===== src/rtl/gng_pkg.sv =====
// Shared types for the Gaussian noise generator family and its sink-side statistics engine.
package gng_pkg;

  typedef logic signed [15:0] gng_sample_t;

  localparam int GNG_FRAC = 11;

  typedef enum logic [1:0] {
    ST_IDLE  = 2'd0,
    ST_ACCUM = 2'd1,
    ST_FLUSH = 2'd2
  } stats_state_t;

  // Two-sided compare instead of abs() so that -32768 cannot overflow.
  function automatic logic is_tail(input gng_sample_t x, input gng_sample_t th);
    return (x >= th) || (x <= -th);
  endfunction

endpackage


===== src/rtl/gng_cmplx_power.sv =====
// Front of the statistics pipeline: S1 registers the sample and its tail flags,
// S2 registers re^2+im^2 with the tail count and the sample itself.
module gng_cmplx_power
  import gng_pkg::*;
#(
  parameter gng_sample_t THRESH = 16'sd6144
) (
  input  logic        clk,
  input  logic        rstn,
  input  logic        vld_i,
  input  gng_sample_t re_i,
  input  gng_sample_t im_i,
  output logic        vld_o,
  output gng_sample_t re_o,
  output gng_sample_t im_o,
  output logic [31:0] pwr_o,
  output logic [1:0]  tail_o
);

  logic        vld_p1_q, tail_re_p1_q, tail_im_p1_q;
  gng_sample_t re_p1_q, im_p1_q;
  logic        vld_p2_q;
  gng_sample_t re_p2_q, im_p2_q;
  logic [31:0] pwr_p2_q;
  logic [1:0]  tail_p2_q;

  logic signed [31:0] re_ext, im_ext, re_sq, im_sq;
  logic [31:0]        pwr_d;
  logic [1:0]         tail_d;

  // S1: capture accepted samples only; idle cycles leave the registers untouched
  always_ff @(posedge clk or negedge rstn) begin
    if (!rstn) begin
      vld_p1_q     <= 1'b0;
      re_p1_q      <= '0;
      im_p1_q      <= '0;
      tail_re_p1_q <= 1'b0;
      tail_im_p1_q <= 1'b0;
    end else begin
      vld_p1_q <= vld_i;
      if (vld_i) begin
        re_p1_q      <= re_i;
        im_p1_q      <= im_i;
        tail_re_p1_q <= is_tail(re_i, THRESH);
        tail_im_p1_q <= is_tail(im_i, THRESH);
      end
    end
  end

  // Each square is at most 2^30, so the unsigned sum peaks at exactly 2^31.
  always_comb begin
    re_ext = {{16{re_p1_q[15]}}, re_p1_q};
    im_ext = {{16{im_p1_q[15]}}, im_p1_q};
    re_sq  = re_ext * re_ext;
    im_sq  = im_ext * im_ext;
    pwr_d  = $unsigned(re_sq) + $unsigned(im_sq);
    tail_d = {1'b0, tail_re_p1_q} + {1'b0, tail_im_p1_q};
  end

  // S2: power and tail count
  always_ff @(posedge clk or negedge rstn) begin
    if (!rstn) begin
      vld_p2_q  <= 1'b0;
      re_p2_q   <= '0;
      im_p2_q   <= '0;
      pwr_p2_q  <= '0;
      tail_p2_q <= '0;
    end else begin
      vld_p2_q <= vld_p1_q;
      if (vld_p1_q) begin
        re_p2_q   <= re_p1_q;
        im_p2_q   <= im_p1_q;
        pwr_p2_q  <= pwr_d;
        tail_p2_q <= tail_d;
      end
    end
  end

  assign vld_o  = vld_p2_q;
  assign re_o   = re_p2_q;
  assign im_o   = im_p2_q;
  assign pwr_o  = pwr_p2_q;
  assign tail_o = tail_p2_q;

endmodule


===== src/rtl/gng_cmplx_stats.sv =====
// Measures mean, mean power and tail-excursion count over 2^LOG2_N complex samples;
// owns the control FSM, the S3 accumulators and the held result registers.
module gng_cmplx_stats
  import gng_pkg::*;
#(
  parameter int          LOG2_N = 10,
  parameter gng_sample_t THRESH = 16'sd6144
) (
  input  logic               clk,
  input  logic               rstn,
  input  logic               start,
  input  logic               valid_in,
  input  logic signed [15:0] real_in,
  input  logic signed [15:0] imag_in,
  output logic               busy,
  output logic               done,
  output logic signed [15:0] mean_re,
  output logic signed [15:0] mean_im,
  output logic [31:0]        pwr,
  output logic [LOG2_N+1:0]  tail_cnt
);

  localparam int SUM_W  = 16 + LOG2_N;
  localparam int PACC_W = 32 + LOG2_N;
  localparam int TC_W   = LOG2_N + 2;
  localparam logic [LOG2_N-1:0] CNT_LAST = '1;

  stats_state_t state_q, state_d;
  logic [LOG2_N-1:0] cnt_q, cnt_d;
  logic flush_q, flush_d;
  logic done_q, done_d;
  logic accept, clr;

  logic        vld_p2;
  gng_sample_t re_p2, im_p2;
  logic [31:0] pwr_p2;
  logic [1:0]  tail_p2;

  logic signed [SUM_W-1:0] sum_re_q, sum_re_d, sum_im_q, sum_im_d;
  logic [PACC_W-1:0]       pacc_q, pacc_d;
  logic [TC_W-1:0]         tcnt_q, tcnt_d;
  logic signed [15:0]      mean_re_q, mean_im_q;
  logic [31:0]             pwr_q;
  logic [TC_W-1:0]         tail_q;

  assign accept = valid_in && (state_q == ST_ACCUM);

  gng_cmplx_power #(.THRESH(THRESH)) u_power (
    .clk    (clk),
    .rstn   (rstn),
    .vld_i  (accept),
    .re_i   (real_in),
    .im_i   (imag_in),
    .vld_o  (vld_p2),
    .re_o   (re_p2),
    .im_o   (im_p2),
    .pwr_o  (pwr_p2),
    .tail_o (tail_p2)
  );

  // FLUSH lasts two cycles so the last sample has cleared S1 and S2 before done.
  always_comb begin
    state_d = state_q;
    cnt_d   = cnt_q;
    flush_d = flush_q;
    done_d  = 1'b0;
    clr     = 1'b0;
    unique case (state_q)
      ST_IDLE: begin
        if (start) begin
          state_d = ST_ACCUM;
          cnt_d   = '0;
          clr     = 1'b1;
        end
      end
      ST_ACCUM: begin
        if (accept) begin
          cnt_d = cnt_q + 1'b1;
          if (cnt_q == CNT_LAST) begin
            state_d = ST_FLUSH;
            flush_d = 1'b0;
          end
        end
      end
      ST_FLUSH: begin
        if (flush_q) begin
          state_d = ST_IDLE;
          done_d  = 1'b1;
        end else begin
          flush_d = 1'b1;
        end
      end
      default: state_d = ST_IDLE;
    endcase
  end

  always_ff @(posedge clk or negedge rstn) begin
    if (!rstn) begin
      state_q <= ST_IDLE;
      cnt_q   <= '0;
      flush_q <= 1'b0;
      done_q  <= 1'b0;
    end else begin
      state_q <= state_d;
      cnt_q   <= cnt_d;
      flush_q <= flush_d;
      done_q  <= done_d;
    end
  end

  always_comb begin
    sum_re_d = sum_re_q;
    sum_im_d = sum_im_q;
    pacc_d   = pacc_q;
    tcnt_d   = tcnt_q;
    if (clr) begin
      sum_re_d = '0;
      sum_im_d = '0;
      pacc_d   = '0;
      tcnt_d   = '0;
    end else if (vld_p2) begin
      sum_re_d = sum_re_q + {{LOG2_N{re_p2[15]}}, re_p2};
      sum_im_d = sum_im_q + {{LOG2_N{im_p2[15]}}, im_p2};
      pacc_d   = pacc_q + {{LOG2_N{1'b0}}, pwr_p2};
      tcnt_d   = tcnt_q + {{LOG2_N{1'b0}}, tail_p2};
    end
  end

  // S3: accumulate; results load from the next-state sums so they land with done.
  // Taking the top bits is the >>> / >> by LOG2_N with truncation toward -inf.
  always_ff @(posedge clk or negedge rstn) begin
    if (!rstn) begin
      sum_re_q  <= '0;
      sum_im_q  <= '0;
      pacc_q    <= '0;
      tcnt_q    <= '0;
      mean_re_q <= '0;
      mean_im_q <= '0;
      pwr_q     <= '0;
      tail_q    <= '0;
    end else begin
      sum_re_q <= sum_re_d;
      sum_im_q <= sum_im_d;
      pacc_q   <= pacc_d;
      tcnt_q   <= tcnt_d;
      if (done_d) begin
        mean_re_q <= sum_re_d[SUM_W-1 -: 16];
        mean_im_q <= sum_im_d[SUM_W-1 -: 16];
        pwr_q     <= pacc_d[PACC_W-1 -: 32];
        tail_q    <= tcnt_d;
      end
    end
  end

  assign busy     = (state_q != ST_IDLE);
  assign done     = done_q;
  assign mean_re  = mean_re_q;
  assign mean_im  = mean_im_q;
  assign pwr      = pwr_q;
  assign tail_cnt = tail_q;

endmodule


===== config.mk =====
export PLATFORM = sky130hd
export DESIGN_NAME = gng_cmplx_stats
export DESIGN_NICKNAME = d
export VERILOG_FILES = /design/src/rtl/gng_pkg.sv /design/src/rtl/gng_cmplx_power.sv /design/src/rtl/gng_cmplx_stats.sv
export SDC_FILE = /design/constraint.sdc
export NUM_CORES = 2
export LEC_CHECK = 0
export BUFFER_PORTS_ARGS = -buffer_cell sky130_fd_sc_hd__buf_2
export CELL_PAD_IN_SITES_DETAIL_PLACEMENT = 1
export CELL_PAD_IN_SITES_GLOBAL_PLACEMENT = 1
export CORE_MARGIN = 1.5
export CORE_UTILIZATION = 51
export CTS_CLUSTER_SIZE = 25
export DETAILED_ROUTE_END_ITERATION = 8
export GPL_TIMING_DRIVEN = 0
export MAX_ROUTING_LAYER = met4
export PLACE_DENSITY = 0.84
export SYNTH_ARGS = -nofsm -noshare
export SYNTH_HDL_FRONTEND = slang
export SYNTH_SLANG_ARGS = --single-unit

===== constraint.sdc =====
create_clock -name clk -period 10.64 [get_ports clk]
set_input_delay 0.532 -clock clk [delete_from_list [all_inputs] [get_ports clk]]
set_output_delay 0.532 -clock clk [all_outputs]
set_load 0.03 [all_outputs]

==> metrics.sh <==
POST_DRT_VIA_CELL_RATIO=5.78
SYNTH_EDF_COUNT=0
WORST_R2R_STARTPOINT='u_power.re_p1_q[1]'
CP-START-KIND='flip-flop'
ROOT_BUFFER='sky130_fd_sc_hd__clkbuf_16'
FILLCELLCOUNT=7338
RSZ0062_AT_GRT='no'
SHARE_OF_CELLS_ABOVE_DRIVE_STRENGTH_1_PCT=6.92
YOSYSMOSTFREQUENTCELL='sky130_fd_sc_hd__inv_1'
INSERTION_DELAY_NS=0.58
DIEAREA_SQ_UM=66600
MAX-CAP-VIOLATIONS=0
SYNTHFLOPTYPE='sky130_fd_sc_hd__dfrtp_1'
GRT_START_MAX_NET_PINS=117
CLOCK-SKEW-FINAL_NS=0.0407
WORST_SETUP_HOLD_PATH_CLK_SLEW_NS=0.06
GP_ROUTABILITY_CONGESTION=0.925
CTS-HTREE-LEVELS=2
CTS_MADE_BUFFERS=36
SYN_AREA_PER_CELL_SQ_UM=9.67
PLACE.PORT_BUFFERS=113
POSTCTSSETUPBUFFERS=0
FINAL.SETUP.TNS_NS=0
YS_TOP_CELLS_BY_COUNT='674 x sky130_fd_sc_hd__inv_1, 524 x sky130_fd_sc_hd__fa_1, 364 x sky130_fd_sc_hd__nand2_1'
AREA_GROWTH_PCT=8.99
NUMBER_OF_DETAILED_ROUTING_ITERATIONS_RUN_BEFORE_ANTENNA_REPAIR=5
FINAL_NETS=4378
CRITICAL-PATH-MAX-STAGE-DELAY_NS=0.82
CP-STARTPOINT='u_power.re_p1_q[1]'
DR_TOTAL_VIAS=25900
CTS.SINKS=298
TRITONCTS='built'
GRTUSAGETOTAL_PCT=34.4
FLOORPLAN.DIE.WIDTH_UM=258
HPWL_UM=87100
GRT_FIRST_PASS_WIRELENGTH_UM=168000
GRT_ANTENNA_BEFORE_REPAIR=6
SYNTH_CELL_TYPE_COUNT=61
CRIT_PATH_FREQUENT_CELL='sky130_fd_sc_hd__fa_1'
FLOORPLAN.CORE_AREA_SQ_UM=64300
POST_CTS_RESIZED=0
I_O_PINS=114
SLEW_VIOL_FINAL=0
SYNTH_AREA_SQ_UM=33200
SLEW_LIMIT_HEADROOM_PCT=22.3
MULTI_INPUT_COMB_AREA_SQ_UM=22700
FINAL_MIN_PERIOD_OVER_CLOCK_PERIOD_PCT=87.8
MIN-DELAY-PATH-CLASS='in2reg'
SYNTH_TOP_AREA_SHARE_PCT=31.6
WORST_SLEW_PIN_TRAN_NS=1.17
GRT_PASS1_VIAS=30100
CRIT_FANOUT=10
FINAL-SEQ-AREA_SQ_UM=7460
SYNTH_SEQUENTIAL_AREA_RATIO_PCT=22.5
ROWS=93
NUMBER_OF_ENDPOINTS_WITH_NEGATIVE_HOLD_SLACK_IN_THE_FINAL_REPORT=0
CP_NUM_BUF_INV=7
CRITPATHTOPFAMILY='adder cells'
CRIT_SLOWEST_CELL='sky130_fd_sc_hd__clkbuf_1'
SYNTH.LARGEST_AREA_CELL='sky130_fd_sc_hd__fa_1'
ASYNCSETRESETFLOPFRACSYNTH_PCT=100
FINAL_PERIOD_MINUS_WORST_SETUP_SLACK_NS=9.34
ROUTE.DETAILED.WL_PER_INST_UM=24.0
ANTENNA_LEFT=0
SYNTH_TOP_CELLS_BY_AREA='sky130_fd_sc_hd__fa_1 32%, sky130_fd_sc_hd__dfrtp_1 22%, sky130_fd_sc_hd__ha_1 8.8%'
POST_ROUTE_WL_UM=107000
HOLD_PATH.STARTPOINT='real_in[5]'
FMAX_GHz=0.107
NETLIST_INSTANCES=3430
LAYOUT.CORE_UTILIZATION_PCT=56.2
SEQ_CELLS_POST_SYNTH=298
DETAIL_ROUTE.DRC_VIOLATIONS=0
OUTCOME='completed'
CRITPATHCAPTURETYPE='flip-flop'
CLOCK_PATH_BUFFERS=3
DR.FIRST_ITER.DRC_COUNT=1838
SYNTHESIS.YOSYS.WARNINGS=0
FLOORPLAN.INITIALDENSITY_PCT=51.5
SYNTH_FP_NETS=4223
DIE_HEIGHT_UM=258
CP.REQUIRED_NS=11.10
GLOBALROUTE.TOTALOVERFLOW=0
FINALSETUPVIOLATIONS=0
ARRIVAL_TIME_OF_THE_WORST_SETUP_PATH_NS=9.80
SETUP.WORST_PATH.CLASS='reg2reg'
[worst min-delay path, stage by stage]
cell,delay [ns]
sky130_fd_sc_hd__buf_2,0.09
sky130_fd_sc_hd__nand2_1,0.05
sky130_fd_sc_hd__nand2_1,0.05
[layout by cell type, fill, tap and decap left out, types with 8 or more instances in the layout]
master,n
sky130_fd_sc_hd__o21a_1,25
sky130_fd_sc_hd__mux2_2,62
sky130_fd_sc_hd__o31ai_1,33
sky130_fd_sc_hd__nand2_1,364
sky130_fd_sc_hd__a211oi_1,25
sky130_fd_sc_hd__fa_1,524
sky130_fd_sc_hd__inv_1,674
sky130_fd_sc_hd__o21ai_0,121
sky130_fd_sc_hd__nor3_1,35
sky130_fd_sc_hd__nand2b_1,13
sky130_fd_sc_hd__a31oi_1,22
sky130_fd_sc_hd__a21o_1,47
sky130_fd_sc_hd__clkbuf_16,37
sky130_fd_sc_hd__or2_2,10
sky130_fd_sc_hd__and2_1,101
sky130_fd_sc_hd__nand3_1,38
sky130_fd_sc_hd__buf_2,112
sky130_fd_sc_hd__dfrtp_1,298
sky130_fd_sc_hd__xor2_1,46
sky130_fd_sc_hd__nor2b_1,28
sky130_fd_sc_hd__and3_1,26
sky130_fd_sc_hd__ha_1,233
sky130_fd_sc_hd__clkbuf_1,122
sky130_fd_sc_hd__buf_1,11
sky130_fd_sc_hd__mux2i_1,57
sky130_fd_sc_hd__o21bai_1,14
sky130_fd_sc_hd__o211ai_1,14
sky130_fd_sc_hd__or3_1,15
sky130_fd_sc_hd__a21oi_1,106
sky130_fd_sc_hd__o22ai_1,8
sky130_fd_sc_hd__nor2_1,191
sky130_fd_sc_hd__nand4_1,11
sky130_fd_sc_hd__xnor2_1,88
[logic make-up (layout without fill, tap and decap cells)]
group,Yosys count,after routing,synth area share (%)
compound gates,464,464,8.86
xor+xnor,134,134,3.54
fa+ha+maj,757,757,40.4
buf+inv,802,985,9.10
flops,298,298,22.5
mux,119,119,3.83
other cells,1,7,0.0113
simple gates,855,855,11.7
[path summary, 6_finish.rpt]
| check | endpoint | slack (ns) | cells past startpoint |
|---|---|---|---|
| max | u_power.pwr_o[28] | 1.30 | 26 |
| max reg2reg | u_power.pwr_o[28] | 1.30 | 26 |
| max in group asynchronous | sum_re_q[22] | 9.00 | 3 |
| min reg2reg | u_power.vld_o | 0.46 | 0 |
| min in group asynchronous | u_power.re_p1_q[4] | 0.54 | 2 |
| min | u_power.re_p1_q[5] | 0.17 | 3 |
[per-stage QoR]
stage          instance area [sq um]  setup WS (ns)  instances  hold WS, ns
2_1_floorplan                  33200           3.26       3430        0.236
3_3_place_gp                   34800           1.52       4398        0.455
3_5_place_dp                   34900           1.57       4401        0.452
4_1_cts                        36100           1.46       4468        0.157
5_1_grt                        36100          0.959       4471        0.187
6_report                       36100           1.30       4474        0.173
[metal layers]
metal	share of wire [%]	up-vias	track usage, %	wire, um
met2	50	930	56.4	53100
met5	0	-	-	0
met1	37	13500	39.7	39900
met3	6.4	376	6.26	6840
li1	-	11100	-	-
met4	6.8	0	20.2	7300
[cell type report]
cell class              count  share of cell area [%]
well taps                 855                    2.96
diodes                      6                  0.0415
flip-flops and latches    298                    20.6
clock inverters            14                   0.596
inverters                 679                    7.05
multi-input cells        2330                    62.8
plain buffers             123                    1.30
repair buffers            117                    1.81
clock buffers              52                    2.83
[registers in the layout (all words and copies together) (netlist names), 2 cells and up]
register	flops
cnt_q	10
mean_im	16
mean_re	16
pacc_q	42
pwr	32
state_q	2
sum_im_q	26
sum_re_q	26
tail_cnt	12
tcnt_q	12
u_power.im_o	16
u_power.im_p1_q	16
u_power.pwr_o	32
u_power.re_o	16
u_power.re_p1_q	16
u_power.tail_o	2
[what timing repair did]
action / CTS / global route
hold buffers: 1 / 0
endpoints found under the hold margin: 52 / 0
setup endpoints to repair: 0 / 0
Power is not shown: default switching activity piles up to over one toggle a cycle in this logic, so the estimate is an artifact.
